### config.mk
export PLATFORM = sky130hd
export DESIGN_NAME = serial_adder
export DESIGN_NICKNAME = d
export VERILOG_FILES = /design/src/rtl/adder_pkg.sv /design/src/rtl/digit_adder.sv /design/src/rtl/serial_adder.sv
export SDC_FILE = /design/constraint.sdc
export NUM_CORES = 1
export LEC_CHECK = 0
export CAP_MARGIN = 20
export CORE_UTILIZATION = 45
export CTS_CLUSTER_SIZE = 24
export DETAILED_ROUTE_END_ITERATION = 8
export PLACE_DENSITY = 0.72
export SETUP_SLACK_MARGIN = 0.3
export SYNTH_ARGS = -nofsm -noshare
export SYNTH_HDL_FRONTEND = slang
export SYNTH_SLANG_ARGS = --single-unit
### constraint.sdc
create_clock -name clk -period 3.8 [get_ports clk]
set_input_delay 0.38 -clock clk [delete_from_list [all_inputs] [get_ports clk]]
set_output_delay 0.38 -clock clk [all_outputs]
set_load 0.03 [all_outputs]
### src/rtl/adder_pkg.sv
// Shared constants for the digit-serial adder: default geometry and FSM state encodings.
package adder_pkg;

  localparam int DEF_WIDTH = 32;
  localparam int DEF_DIGIT = 1;

  localparam logic [1:0] ST_IDLE = 2'd0;
  localparam logic [1:0] ST_RUN  = 2'd1;
  localparam logic [1:0] ST_DONE = 2'd2;

endpackage

### src/rtl/digit_adder.sv
// DIGIT-bit ripple of full adders; purely combinational, used once per clock by serial_adder.
// cMsb is the carry into the top bit, so the caller can derive signed overflow.
module digit_adder import adder_pkg::*; #(
  parameter int DIGIT = DEF_DIGIT
) (
  input  logic [DIGIT-1:0] in1,
  input  logic [DIGIT-1:0] in2,
  input  logic             cIn,
  output logic [DIGIT-1:0] sum,
  output logic             cOut,
  output logic             cMsb
);

  always_comb begin
    logic c;
    c    = cIn;
    cMsb = cIn;
    sum  = '0;
    for (int i = 0; i < DIGIT; i++) begin
      if (i == DIGIT - 1) cMsb = c;
      sum[i] = in1[i] ^ in2[i] ^ c;
      c      = (in1[i] & in2[i]) | (c & (in1[i] ^ in2[i]));
    end
    cOut = c;
  end

endmodule

### src/rtl/serial_adder.sv
// Digit-serial add/subtract: WIDTH/DIGIT cycles from accepting start to the done pulse.
// start is ignored while busy; a start on the done cycle is taken with no bubble.
module serial_adder import adder_pkg::*; #(
  parameter int WIDTH = DEF_WIDTH,
  parameter int DIGIT = DEF_DIGIT
) (
  input  logic             clk,
  input  logic             rst,
  input  logic             start,
  input  logic [WIDTH-1:0] in1,
  input  logic [WIDTH-1:0] in2,
  input  logic             cIn,
  input  logic             sub,
  output logic [WIDTH-1:0] sum,
  output logic             cOut,
  output logic             overflow,
  output logic             zero,
  output logic             busy,
  output logic             done
);

  localparam int N  = WIDTH / DIGIT;
  localparam int CW = (N > 1) ? $clog2(N) : 1;
  localparam logic [CW-1:0] LAST = CW'(N - 1);

  logic [1:0]       state_q, state_d;
  logic [WIDTH-1:0] a_q, a_d;
  logic [WIDTH-1:0] b_q, b_d;
  logic [WIDTH-1:0] acc_q, acc_d;
  logic             carry_q, carry_d;
  logic [CW-1:0]    cnt_q, cnt_d;
  logic [WIDTH-1:0] sum_q, sum_d;
  logic             cout_q, cout_d;
  logic             ovf_q, ovf_d;
  logic             zero_q, zero_d;

  logic [DIGIT-1:0] slice_sum;
  logic             slice_cout;
  logic             slice_cmsb;
  logic [WIDTH-1:0] acc_shift;

  digit_adder #(.DIGIT(DIGIT)) u_digit (
    .in1  (a_q[DIGIT-1:0]),
    .in2  (b_q[DIGIT-1:0]),
    .cIn  (carry_q),
    .sum  (slice_sum),
    .cOut (slice_cout),
    .cMsb (slice_cmsb)
  );

  // New slice enters at the top; after N shifts the LSB slice has reached bit 0.
  assign acc_shift = (acc_q >> DIGIT) | (WIDTH'(slice_sum) << (WIDTH - DIGIT));

  always_comb begin
    state_d = state_q;
    a_d     = a_q;
    b_d     = b_q;
    acc_d   = acc_q;
    carry_d = carry_q;
    cnt_d   = cnt_q;
    sum_d   = sum_q;
    cout_d  = cout_q;
    ovf_d   = ovf_q;
    zero_d  = zero_q;
    case (state_q)
      ST_RUN: begin
        a_d     = a_q >> DIGIT;
        b_d     = b_q >> DIGIT;
        acc_d   = acc_shift;
        carry_d = slice_cout;
        cnt_d   = cnt_q + 1'b1;
        if (cnt_q == LAST) begin
          state_d = ST_DONE;
          sum_d   = acc_shift;
          cout_d  = slice_cout;
          ovf_d   = slice_cout ^ slice_cmsb;
          zero_d  = (acc_shift == '0);
        end
      end
      ST_IDLE, ST_DONE: begin
        state_d = ST_IDLE;
        if (start) begin
          // Subtraction is A + ~B + 1; the external carry-in is dropped.
          state_d = ST_RUN;
          a_d     = in1;
          b_d     = sub ? ~in2 : in2;
          carry_d = sub ? 1'b1 : cIn;
          acc_d   = '0;
          cnt_d   = '0;
        end
      end
      default: state_d = ST_IDLE;
    endcase
  end

  always_ff @(posedge clk or posedge rst) begin
    if (rst) begin
      state_q <= ST_IDLE;
      a_q     <= '0;
      b_q     <= '0;
      acc_q   <= '0;
      carry_q <= 1'b0;
      cnt_q   <= '0;
      sum_q   <= '0;
      cout_q  <= 1'b0;
      ovf_q   <= 1'b0;
      zero_q  <= 1'b0;
    end else begin
      state_q <= state_d;
      a_q     <= a_d;
      b_q     <= b_d;
      acc_q   <= acc_d;
      carry_q <= carry_d;
      cnt_q   <= cnt_d;
      sum_q   <= sum_d;
      cout_q  <= cout_d;
      ovf_q   <= ovf_d;
      zero_q  <= zero_d;
    end
  end

  assign sum      = sum_q;
  assign cOut     = cout_q;
  assign overflow = ovf_q;
  assign zero     = zero_q;
  assign busy     = (state_q == ST_RUN);
  assign done     = (state_q == ST_DONE);

endmodule

; Word level (Yosys, flattened, before mapping)
; Cells that the tools add are included.
[word_totals]
inputBits = 69
memories = 0
rom_bits = 0
latch_bits = 0
register_bits = 139
ram_bits = 0
out_inout_bits = 37
[classes]
mul = 0
n_lt_le_gt_ge = 0
reduce_logical = 6
eq_ne = 5
n_shift = 0
bitwise = 8
n_mux = 15
addsub = 1
div = 0
[op_table]
columns = op, n
row1 = one-hot mux 32 bit (2 select lines), 3
row2 = two-way mux 32 bit, 4
row3 = zero test 32 bit, 1
row4 = inverter 32 bit, 1
row5 = bitwise OR 31 x 32 -> 32 bit, 1
row6 = one-hot mux 5 bit (2 select lines), 1
row7 = "adder 5 x 1 -> 5 bit, second input constant", 1
row8 = "== test 5 bit, second input constant", 1
row9 = two-way mux 5 bit, 1
row10 = one-hot mux 2 bit (2 select lines), 1
row11 = AND reduction 2 bit, 2
row12 = two-way mux 1 bit, 3
row13 = XOR 1 bit, 3
row14 = bitwise AND 1 bit, 2
row15 = "== test 2 x 1 -> 1 bit, second input constant", 1
row16 = "== test 2 bit, second input constant", 1
row17 = zero test 2 bit, 1
row18 = two-way mux 2 bit, 1
row19 = "inequality test 2 x 1 -> 1 bit, second input constant", 1
row20 = "inequality test 2 bit, second input constant", 1
row21 = one-hot mux 1 bit (2 select lines), 1
row22 = nonzero test 2 bit, 1
row23 = OR reduction 2 bit, 1
row24 = bitwise OR 1 bit, 1

; Depth between registers and ports, before layout
[logic_depth]
depth_word = 4
depth_mapped = 8

; Cells and area by module
; From an unflattened synthesis, not the netlist that was laid out.
[hier_totals]
cells_unflattened = 543
hier_area_um2 = 6535.0
[modules_own_cells]
columns = mod, area_per_inst_um2, cells_each, instances
row1 = serial_adder, 6507.5, 541, 1
row2 = digit_adder, 27.5, 2, 1

; Worst setup path after synthesis
; No wires, ideal clock.
[synth_path]
kind = register to register
from = reg cnt_q[0]
to = reg sum_q[0], in the netlist sum[0]
setup_slack_ns = 1.951
stages_incl_launch_ff = 8
path_buffers = 2
synth_period_minus_slack_ns = 1.849
setup_ns = 0.125
t_arrival_ns = 1.725
path_cell_list = dfrtp_1 > ha_1 > and3_1 > ha_1 > nand3b_1 > buf_2 > buf_6 > mux2_2
[synth_via]
elab_chain_cells = 2
[synth_rtl]
columns = element, line_no
row1 = "start, declared", serial_adder.sv:31  ; logic [CW-1:0] cnt_q, cnt_d;
row2 = "start signal, assigned", serial_adder.sv:114  ; cnt_q <= cnt_d;
row3 = == test 5 bit, serial_adder.sv:72  ; if (cnt_q == LAST) begin
row4 = AND reduction 2 bit (no source line), n/a
row5 = "end signal, assigned", serial_adder.sv:115  ; sum_q <= sum_d;
row6 = "end, declared", serial_adder.sv:32  ; logic [WIDTH-1:0] sum_q, sum_d;
; Every way passes these cells.
; A chain may end at the register's enable or synchronous reset.

; Worst setup path in the final report
[layout_path]
from = reg state_q[0]
to = out busy
[layout_via]
elab_chain_cells = 1
[layout_rtl]
columns = element, line_no
row1 = "start, declared", serial_adder.sv:26  ; logic [1:0] state_q, state_d;
row2 = "start signal, assigned", serial_adder.sv:109  ; state_q <= state_d;
row3 = == test 2 x 1 -> 1 bit, serial_adder.sv:126  ; assign busy = (state_q == ST_RUN);
row4 = "end, declared", serial_adder.sv:18  ; output logic busy,
; Every way passes these cells.

==> qor.yml <==
run_status:
  outcome: "finished, final reports clean"
clock_network:
  clockBufferDepth: 2
  clock_sinks: 138
  cts_resized: 0
  clock-root-buffer: "sky130_fd_sc_hd__clkbuf_16"
  cts_buffers: 17
  clock_tree.htree_level_count: 4
  postCtsHoldBufs: 0
  clock_tree_from_tritoncts: "yes"
  clk_latency_ns: 0.41
  cts.clk_slew.worst_paths_ns: 0.06
  cts_post_setup_buffers_inserted: 0
synthesis:
  synth_edf_count: 0
  synth.yosys.warnings: 0
  synth.yosys.seq_area_share_pct: 52.90
  synth_cells: 542
  synth-seq-cells: 138
  mappedNetlistNets: 614
  netlist-cell-type-count: 34
  syn-cell-area_sq_mm: 0.006528
  ys_async_rst_share_pct: 100.0
  synth_ff_type: "sky130_fd_sc_hd__dfrtp_1"
  postSynthAreaPerCell_sq_um: 12.04
drt:
  detail_route.drc_violations: 0
  detail_route.first_pass.iterations: 4
  routed_wirelength_um: 13150
  post_route_ant_nets: 0
  via_count: 4433
  post_drt_via_cell_ratio: 5.400
  route.detailed.wl_per_inst_um: 16.01
  drtIter0Drc: 319
floorplanning:
  rows: 43
  initial_core_util_pct: 46.48
  chipHeight_um: 122.4
  die_width_um: 122.4
  fp.coreArea_sq_mm: 0.01404
  floorplan.die_area_sq_mm: 0.01499
  num_io_pins: 106
placed_design:
  weighted_congestion_reported_at_the_end_of_routability_driven_placement: 0.7239
  port_buffers: 105
  total_instance_count_after_detailed_placement: 790
  pre_cts_slack_ns: 1.148
  dp.final_hpwl_um: 8346
timing:
  slew_at_the_pin_closest_to_its_max_slew_limit_ns: 0.9208
  fmax_mhz: 326.7
  setup_repair_after_global_routing_missed_its_margin: "no"
  final_period_minus_worst_setup_slack_ns: 3.061
  timing.final.ws_setup_ns: 0.7390
  max_slew_margin_pct: 38.61
  finalSetupViolCount: 0
  hold_viol: 0
  final.setup_skew_ns: 0.005694
  timing.final.crit_share_pct: 80.55
  maxSlewViolCount: 0
  finalSetupTns_ns: 0
layout:
  layout-area-overhead-vs-synth_pct: 26.24
  antenna_cells_inserted: 0
  finish.cell_count_without_fillers: 821
  nNetsFinal: 701
  layout_commonest_cell: "sky130_fd_sc_hd__dfrtp_1"
  final_cell_mix: "sky130_fd_sc_hd__dfrtp_1 (137), sky130_fd_sc_hd__clkdlybuf4s50_1 (103), sky130_fd_sc_hd__mux2i_1 (64), sky130_fd_sc_hd__mux2_2 (58), sky130_fd_sc_hd__o21ai_0 (55)"
  drive_above_1_share_pct: 15.91
power:
  power.ir.vdd_worst_mv: 0.4099
  leakage_component_of_the_power_uw: 0.003836
  powerDensity_mw_per_mm2: 735.6
setup_path:
  crit_buf_inv: 2
  worstSetupStartpointType: "register"
  timing.critical_path.fanout_max: 37
  worst_path_cell_trace: "nand2b_4 -> inv_6 -> clkdlybuf4s50_1"
  cp-end-kind: "output port"
  crit_arrival_ns: 2.68
  cpLargestDelayFamily: "buffers and inverters"
  critPathKind: "register to output port"
  cpPeakStageDelay_ns: 0.79
  crit_slowest_cell: "sky130_fd_sc_hd__dfrtp_4"
  required_ns: 3.42
global_route:
  first_global_vias: 4386
  residual_overflow_from_global_routing: 0
  grt_use_total_pct: 18.76
  grt_first_pass_wirelength_um: 21520
  met3_usage_pct: 5.297
  grt.met2_usage_pct: 29.67
  antenna_found_initial: 0
  grt_max_degree: 75
  met1_usage_pct: 24.17
  busiest_layer: "met2"
job:
  maxCapViolCount: 0
min_path:
  timing.hold.worst.class: "input port to async pin"
## where the power goes
group | internal, uW | switching [uW] | leakage [uW]
clock network | 1130 | 618 | 0.000300
logic | 910 | 946 | 0.00176
registers | 2010 | 446 | 0.00178
total | 4050 | 2010 | 0.00384
## cell families after synthesis
| family | share of synthesized area (%) |
|---|---|
| adder cells (fa/ha/maj) | 0.6900 |
| AO/OA/AOI/OAI | 10.08 |
| AND/OR/NAND/NOR | 6.632 |
| XOR/XNOR | 4.428 |
| multiplexers | 21.03 |
| flip-flops | 52.90 |
| buffers and inverters | 4.236 |
## layer usage
| layer | up-vias | wire [um] |
|---|---|---|
| met1 | 2213 | 5967 |
| met2 | 87 | 6402 |
| met3 | 11 | 620 |
| met4 | 0 | 156 |
| met5 | - | 0 |
| li1 | 2122 | - |
## synth_stat cells, types with 2 or more instances
cell	number	area share, %
sky130_fd_sc_hd__xor2_1	32	4.3
sky130_fd_sc_hd__buf_6	8	1.4
sky130_fd_sc_hd__clkbuf_1	12	0.69
sky130_fd_sc_hd__o21ai_0	55	4.2
sky130_fd_sc_hd__a22o_1	35	4.7
sky130_fd_sc_hd__nand3_1	32	2.5
sky130_fd_sc_hd__clkbuf_2	2	0.15
sky130_fd_sc_hd__buf_2	20	1.5
sky130_fd_sc_hd__dfrtp_1	138	53
sky130_fd_sc_hd__inv_1	2	0.12
sky130_fd_sc_hd__mux2_1	7	1.2
sky130_fd_sc_hd__mux2_2	58	10
sky130_fd_sc_hd__buf_1	2	0.12
sky130_fd_sc_hd__nand4_1	3	0.29
sky130_fd_sc_hd__mux2i_1	64	9.8
sky130_fd_sc_hd__nand2_1	35	2.0
sky130_fd_sc_hd__ha_1	2	0.38
sky130_fd_sc_hd__nor4_1	8	0.77
sky130_fd_sc_hd__nand2b_1	2	0.19
sky130_fd_sc_hd__o21ai_1	11	0.84
## final cells by class
class                   count  area [sq um]
flip-flops and latches    138          3457
fillers                  1095          5802
repair buffers            113          1114
well taps                 180         225.2
clock inverters            10         166.4
multi-input cells         356          2798
clock buffers              21         460.4
inverters                   3         20.02
## worst paths after layout
path | from | end | slack, ns | cells past startpoint
min | rst | sum[19] | 0.43 | 2
min reg2reg | cnt_q[3] | cnt_q[3] | 0.47 | 1
max reg2reg | state_q[0] | acc_q[14] | 1.14 | 5
max in group asynchronous | rst | state_q[0] | 2.53 | 3
min in group clk | cnt_q[3] | cnt_q[3] | 0.47 | 1
max | state_q[0] | busy | 0.74 | 3
## registers in the layout (all words and copies together) (netlist names)
name and cells:
a_q 32, acc_q 31, b_q 32, cOut 1, carry_q 1, cnt_q 5
overflow 1, state_q 2, sum 32, zero 1
## worst reg2reg max path, delay by kind of cell, from the launching register on
| kind | cells | cell delay, ns |
|---|---|---|
| compound gates | 1 | 0.20 |
| flops | 1 | 0.70 |
| simple gates | 2 | 1.04 |
| buf+inv | 2 | 0.66 |
## through the flow
step	area (sq um)	hold WS (ns)	utilization [%]	power [uW]
finish	8240	0.4314	58.68	6062
global placement	7614	0.4595	54.22	4234
floorplan	6531	0.4372	-	3833
CTS	8240	0.4354	58.68	6118
global route	8240	0.4876	58.68	6432
detailed placement	7614	0.4639	54.22	4336
Power figures use the tool's default switching activity.
